===== src/rtl/ex_hazard_scoreboard_pkg.sv =====
`default_nettype none
// ============================================================================
// Package     : pipe_pkg
// Description : Definitions shared by the EX-side hazard/forwarding logic.
//               - Forwarding-select encodings.
//               - Register index width.
//               - Stage-scoreboard entry type.
//               - A helper that decides whether a stage entry can forward
//                 to a given source index.
// Revision    : 1.0 - initial release
// ============================================================================
package pipe_pkg;

  localparam int REG_IDX_W = 5;

  // Operand source selects driven into the EX operand muxes
  localparam logic [1:0] FWD_REG = 2'd0;  // register file value
  localparam logic [1:0] FWD_MEM = 2'd1;  // MEM-stage ALU result
  localparam logic [1:0] FWD_WB  = 2'd2;  // WB-stage write data

  // One pipeline stage's destination state as seen by the scoreboard
  typedef struct packed {
    logic [REG_IDX_W-1:0] dest;
    logic                 wb_en;
  } sb_entry_t;

  // A stage forwards to a source only when it writes back a real register
  // (r0 is hardwired zero, so a "write" to it must never be forwarded).
  function automatic logic sb_hit(input sb_entry_t            entry,
                                  input logic [REG_IDX_W-1:0] src);
    return entry.wb_en && (entry.dest != '0) && (entry.dest == src);
  endfunction

endpackage : pipe_pkg
`default_nettype wire


===== src/rtl/ex_hazard_scoreboard_sat_counter.sv =====
`default_nettype none
// ============================================================================
// Module      : sat_counter
// Description : Up-counter that sticks at its all-ones value instead of
//               wrapping. Used for the stall/flush performance counters.
// Ports       : clk   - clock, updates on posedge
//               rst   - synchronous active-high reset (count -> 0)
//               inc   - increment request for this cycle
//               count - current count, W bits
// Revision    : 1.0 - initial release
// ============================================================================
module sat_counter #(
  parameter int W = 16
) (
  input  logic         clk,
  input  logic         rst,
  input  logic         inc,
  output logic [W-1:0] count
);

  logic [W-1:0] r_count;

  always_ff @(posedge clk) begin
    if (rst) begin
      r_count <= '0;
    end else if (inc && (r_count != '1)) begin
      r_count <= r_count + W'(1);
    end
  end

  assign count = r_count;

endmodule : sat_counter
`default_nettype wire


===== src/rtl/ex_hazard_scoreboard.sv =====
`default_nettype none
// ============================================================================
// Module      : ex_hazard_scoreboard
// Description : EX-side hazard and forwarding controller for the 5-stage
//               core. It shadows the MEM and WB destination state, picks the
//               EX operand sources, raises the load-use stall and the
//               taken-branch flush, and counts stall/flush cycles.
// Ports       : clk, rst                 - clock / sync active-high reset
//               id_src1, id_src2         - ID-stage source indices
//               id_src2_used             - ID instruction reads src2
//               ex_dest, ex_wb_en        - ID/EX destination and WB enable
//               ex_mem_r_en              - ID/EX holds a load
//               ex_br_taken              - ID/EX branch resolved taken
//               ex_src1, ex_src2         - ID/EX source indices
//               fwd_sel_a, fwd_sel_b     - EX operand source selects
//               stall, flush             - pipeline control
//               stall_cnt, flush_cnt     - saturating event counters
// Revision    : 1.0 - initial release
// ============================================================================
module ex_hazard_scoreboard
  import pipe_pkg::*;
#(
  parameter int CNT_W = 16
) (
  input  logic             clk,
  input  logic             rst,
  input  logic [4:0]       id_src1,
  input  logic [4:0]       id_src2,
  input  logic             id_src2_used,
  input  logic [4:0]       ex_dest,
  input  logic             ex_wb_en,
  input  logic             ex_mem_r_en,
  input  logic             ex_br_taken,
  input  logic [4:0]       ex_src1,
  input  logic [4:0]       ex_src2,
  output logic [1:0]       fwd_sel_a,
  output logic [1:0]       fwd_sel_b,
  output logic             stall,
  output logic             flush,
  output logic [CNT_W-1:0] stall_cnt,
  output logic [CNT_W-1:0] flush_cnt
);

  // --------------------------------------------------------------------------
  // Shadow scoreboard of the MEM and WB stages. Bubbles enter as all-zero
  // ID/EX fields, so they naturally become non-matching entries.
  // --------------------------------------------------------------------------
  sb_entry_t r_mem;
  sb_entry_t r_wb;

  always_ff @(posedge clk) begin
    if (rst) begin
      r_mem <= '0;
      r_wb  <= '0;
    end else begin
      r_mem.dest  <= ex_dest;
      r_mem.wb_en <= ex_wb_en;
      r_wb        <= r_mem;
    end
  end

  // --------------------------------------------------------------------------
  // Operand forwarding. MEM holds the younger producer, so it is checked
  // first and wins over WB when both write the same register.
  // --------------------------------------------------------------------------
  logic [1:0] w_sel_a;
  logic [1:0] w_sel_b;

  always_comb begin
    w_sel_a = FWD_REG;
    if (sb_hit(r_mem, ex_src1)) begin
      w_sel_a = FWD_MEM;
    end else if (sb_hit(r_wb, ex_src1)) begin
      w_sel_a = FWD_WB;
    end
  end

  always_comb begin
    w_sel_b = FWD_REG;
    if (sb_hit(r_mem, ex_src2)) begin
      w_sel_b = FWD_MEM;
    end else if (sb_hit(r_wb, ex_src2)) begin
      w_sel_b = FWD_WB;
    end
  end

  assign fwd_sel_a = w_sel_a;
  assign fwd_sel_b = w_sel_b;

  // --------------------------------------------------------------------------
  // Load-use detection. A load's data is only available from WB, so an ID
  // instruction that consumes the load's result must wait one cycle. Once
  // the bubble is inserted the load leaves EX and the condition drops by
  // itself, which bounds every load-use stall to a single cycle.
  // --------------------------------------------------------------------------
  logic w_src1_dep;
  logic w_src2_dep;
  logic w_load_use;

  assign w_src1_dep = (ex_dest == id_src1);
  assign w_src2_dep = id_src2_used && (ex_dest == id_src2);
  assign w_load_use = ex_mem_r_en && ex_wb_en && (ex_dest != '0)
                      && (w_src1_dep || w_src2_dep);

  // A taken branch discards the ID instruction, so any stall it would have
  // needed is moot; flush takes precedence.
  logic w_flush;
  logic w_stall;

  assign w_flush = !rst && ex_br_taken;
  assign w_stall = !rst && !ex_br_taken && w_load_use;

  assign flush = w_flush;
  assign stall = w_stall;

  // --------------------------------------------------------------------------
  // Performance counters
  // --------------------------------------------------------------------------
  sat_counter #(
    .W (CNT_W)
  ) u_stall_cnt (
    .clk   (clk),
    .rst   (rst),
    .inc   (w_stall),
    .count (stall_cnt)
  );

  sat_counter #(
    .W (CNT_W)
  ) u_flush_cnt (
    .clk   (clk),
    .rst   (rst),
    .inc   (w_flush),
    .count (flush_cnt)
  );

endmodule : ex_hazard_scoreboard
`default_nettype wire


===== config.mk =====
export PLATFORM = sky130hd
export DESIGN_NAME = ex_hazard_scoreboard
export DESIGN_NICKNAME = d
export VERILOG_FILES = /design/src/rtl/ex_hazard_scoreboard_pkg.sv /design/src/rtl/ex_hazard_scoreboard_sat_counter.sv /design/src/rtl/ex_hazard_scoreboard.sv
export SDC_FILE = /design/constraint.sdc
export NUM_CORES = 1
export LEC_CHECK = 0
export ABC_AREA = 1
export CORE_MARGIN = 2
export CORE_UTILIZATION = 50
export CTS_CLUSTER_SIZE = 30
export DETAILED_ROUTE_END_ITERATION = 12
export PLACE_DENSITY = 0.81
export SYNTH_ARGS = -nofsm -noshare
export SYNTH_HDL_FRONTEND = slang
export SYNTH_SLANG_ARGS = --single-unit

===== constraint.sdc =====
create_clock -name clk -period 1.8 [get_ports clk]
set_input_delay 0.18 -clock clk [delete_from_list [all_inputs] [get_ports clk]]
set_output_delay 0.18 -clock clk [all_outputs]
set_load 0.01 [all_outputs]

==> summary.md <==
| Metric | Value |
|---|---|
| Worst relative slew slack | 0.6845 |
| Count of final hold-check violations | 0 |
| CP max stage cell | clkdlybuf4s50_1 |
| Share of layout cells above drive strength 1 | 0.1086 |
| Via density | 4.997 |
| Fill cells | 472 |
| Chip width | 78.92 um |
| Seq. cell area | 880.8 sq um |
| Cell family with most CP delay | buffers and inverters |
| Final Power | 1949 uW |
| Area share of the largest cell type after synthesis | 0.3139 |
| Post-place setup slack | -0.1991 ns |
| Final Skew | 0.007713 ns |
| Vias in the first global route | 2,878 |
| HP Start | r_mem[0] |
| Ports | 69 |
| Unrepaired setup endpoints after global routing | no |
| Antenna-violating nets left | 0 |
| Max-slew violations | 0 |
| Period utilisation layout | 0.9648 |
| Root Buffer | clkbuf_8 |
| P_leak | 0.001603 uW |
| Area after DPL | 3694 sq um |
| Worst Path Buf+Inv | 3 |
| Mapped Cells | 440 |
| Status | complete, no violations |
| Wirelength per Cell | 11.55 um |
| DP HPWL | 5283 um |
| Fin nets | 558 |
| Antenna fix cells | 0 |
| Cell Area, Synth | 2806 sq um |
| Reg-to-Reg End | u_flush_cnt.count[14] |
| Total GRT Usage | 0.2318 |
| Peak supply drop | 0.3629 mV |
| Die height | 78.92 um |
| Endpoints failing setup | 0 |
| Hold Path Class | reg2reg |
| Main flop type after synthesis | dfxtp_1 |
| Final WL | 6898 um |
| Post-Syn Area per Cell | 6.378 sq um |
| Global-route wire length before repair | 11,760 um |
| Worst Hold End | r_wb[0] |
| Syn Nets | 473 |
| Largest net degree at the start of global routing | 28 |
| Critical Path Most Common Cell | clkdlybuf4s50_1 |
| Starting density of the core | 0.5128 |
| Initial antenna violation count | 0 |
| Worst Setup Slack, final | 0.06342 ns |
| Max Buffers Root-to-Sink | 2 |
| Port buffer count | 68 |
| Clk sinks | 44 |
| Slowest stage delay, CP | 0.57 ns |
| Sequential area share after synthesis | 0.3139 |
| Crit-path max FO | 6 |
| CTS Buf Count | 5 |
| EDFF count, synth | 0 |
| Leading area contributor after synthesis | dfxtp_1 |
| Die area | 6228 sq um |
| Post-route DRC | 0 |
| Multi-input gate area | 1632 sq um |
| Commonest non-fill, non-tap cell in the layout | nand2_1 |
| Critical path arrival | 1.56 ns |
| Core area | 5473 sq um |
| Yosys cell types | 28 |
| PwrDens | 512.6 nW/um^2 |
| R2R depth | 7 |
| GRT overflow | 0 |
| Yosys warns | 0 |
| Drt first pass iters | 4 |
| FP Rows | 27 |
| H-tree depth | 2 |
| Seq cells post-synth | 44 |
| Crit. End Element | output pin |
| Total of max-cap violations | 0 |
| Async S/R FF share, synth | 0 |
| GP Congestion | 0.8812 |
| Post-route cell area | 3802 sq um |
| CTS tree | done |
| Worst hold stages | 2 |
| Commonest cells after routing, fill and taps aside | nand2_1 (122), nor2_1 (66), clkdlybuf4s50_1 (63) |
| Clk_lat worst skew | 0.30 ns |
| Crit path cell chain | clkdlybuf4s50_1, buf_4, nor2_2, clkdlybuf4s50_1 |
| Reg2Reg Launch Point | u_flush_cnt.count[1] |
| Max Clk Rate | 0.5758 GHz |
| Worst Max-Slew Pin Slew | 0.4696 ns |
| Minimum clock period | 1.737 ns |
| CP Launch Type | input pin |
| Synth area leaders | dfxtp_1 (31%), nand2_1 (16%), nor2_1 (9.0%) |
| Area Growth Syn to Fin | 35.49% |
| Critical path type | in2out |
| Clock transition at path regs | 0.07 ns |
| DR vias | 2,983 |
| Initial drt markers | 153 |
| CTS Hold Bufs | 0 |
| Internal reg-to-reg setup slack | 0.12 ns |
| Req. time, crit path | 1.62 ns |
[through the flow]
step | hold WS [ns] | cells | utilization | setup TNS, ns
4_1_cts | 0.4363 | 597 | 0.6936 | -0.1079
3_5_place_dp | 0.4077 | 590 | 0.6749 | -2.006
3_3_place_gp | 0.4076 | 590 | 0.6749 | -0.7624
2_1_floorplan | 0.2867 | 440 | - | 0
5_1_grt | 0.4737 | 597 | 0.6948 | 0
6_report | 0.4393 | 597 | 0.6948 | 0
[worst register-to-register path, stage by stage (launching register included)]
cell and delay, ns:
dfxtp_1 0.39, ha_1 0.25, inv_1 0.06, nor3_1 0.32, nand3_1 0.15, and2_1 0.16
o21ai_0 0.15, a21oi_1 0.08
[worst max-delay path by stage]
stage | start | to | slack (ns) | cells past startpoint
floorplan | u_flush_cnt.count[0] | u_flush_cnt.count[0] | 0.19 | 9
global placement | ex_dest[4] | stall | -0.13 | 8
detailed placement | ex_dest[3] | stall | -0.20 | 8
CTS | ex_src2[3] | fwd_sel_b[0] | -0.11 | 5
global route | u_stall_cnt.count[0] | u_stall_cnt.count[6] | 0.01 | 9
finish | rst | flush | 0.06 | 4
[registers in the layout (all words and copies together), names as in the netlist]
signal / flops
r_mem: 6
u_stall_cnt.count: 16
r_wb: 6
u_flush_cnt.count: 16
[kinds of logic after synthesis]
group           count (synthesis)  share of synthesized area
compound gates                 28                    0.05528
xor+xnor                       29                    0.09051
fa+ha+maj                       2                   0.008915
buf+inv                        75                     0.1115
flops                          44                     0.3139
simple gates                  262                     0.4200
[routing by layer]
metal / wire [um] / share of wire / up-vias / track usage
met5: 0 / 0 / - / 0
met4: 80 / 0.012 / 0 / 0.07931
met3: 304 / 0.044 / 8 / 0.04545
met2: 3428 / 0.50 / 77 / 0.4282
met1: 3084 / 0.45 / 1354 / 0.2659
li1: - / - / 1544 / -
[layout make-up]
class	count	area share
Clock buffer	7	0.02534
Inverter	63	0.06285
Multi-Input combinational cell	321	0.4291
Sequential cell	44	0.2317
Tap cell	72	0.02369
Timing Repair Buffer	90	0.2274
[power breakdown]
| group | switching, uW | total [uW] | internal [uW] | leakage [uW] |
|---|---|---|---|---|
| clock | 319 | 660 | 342 | 0.0000503 |
| sequential | 16.7 | 1010 | 989 | 0.000357 |
| combinational | 135 | 283 | 148 | 0.00120 |
[what timing repair did]
action	CTS	global route
endpoints found under the setup margin	6	12
pin swaps	0	0
resized for setup	8	6
buffers inserted	0	0
[cell usage after synthesis (all sizes together), types with 3 or more instances]
cell type  number
a21oi          20
buf             9
clkbuf          3
dfxtp          44
inv            63
nand2         124
nand3          33
nand4          20
nor2           69
nor3           14
o21ai           8
xnor2          15
xor2           14
Power figures use the tool's default switching activity.
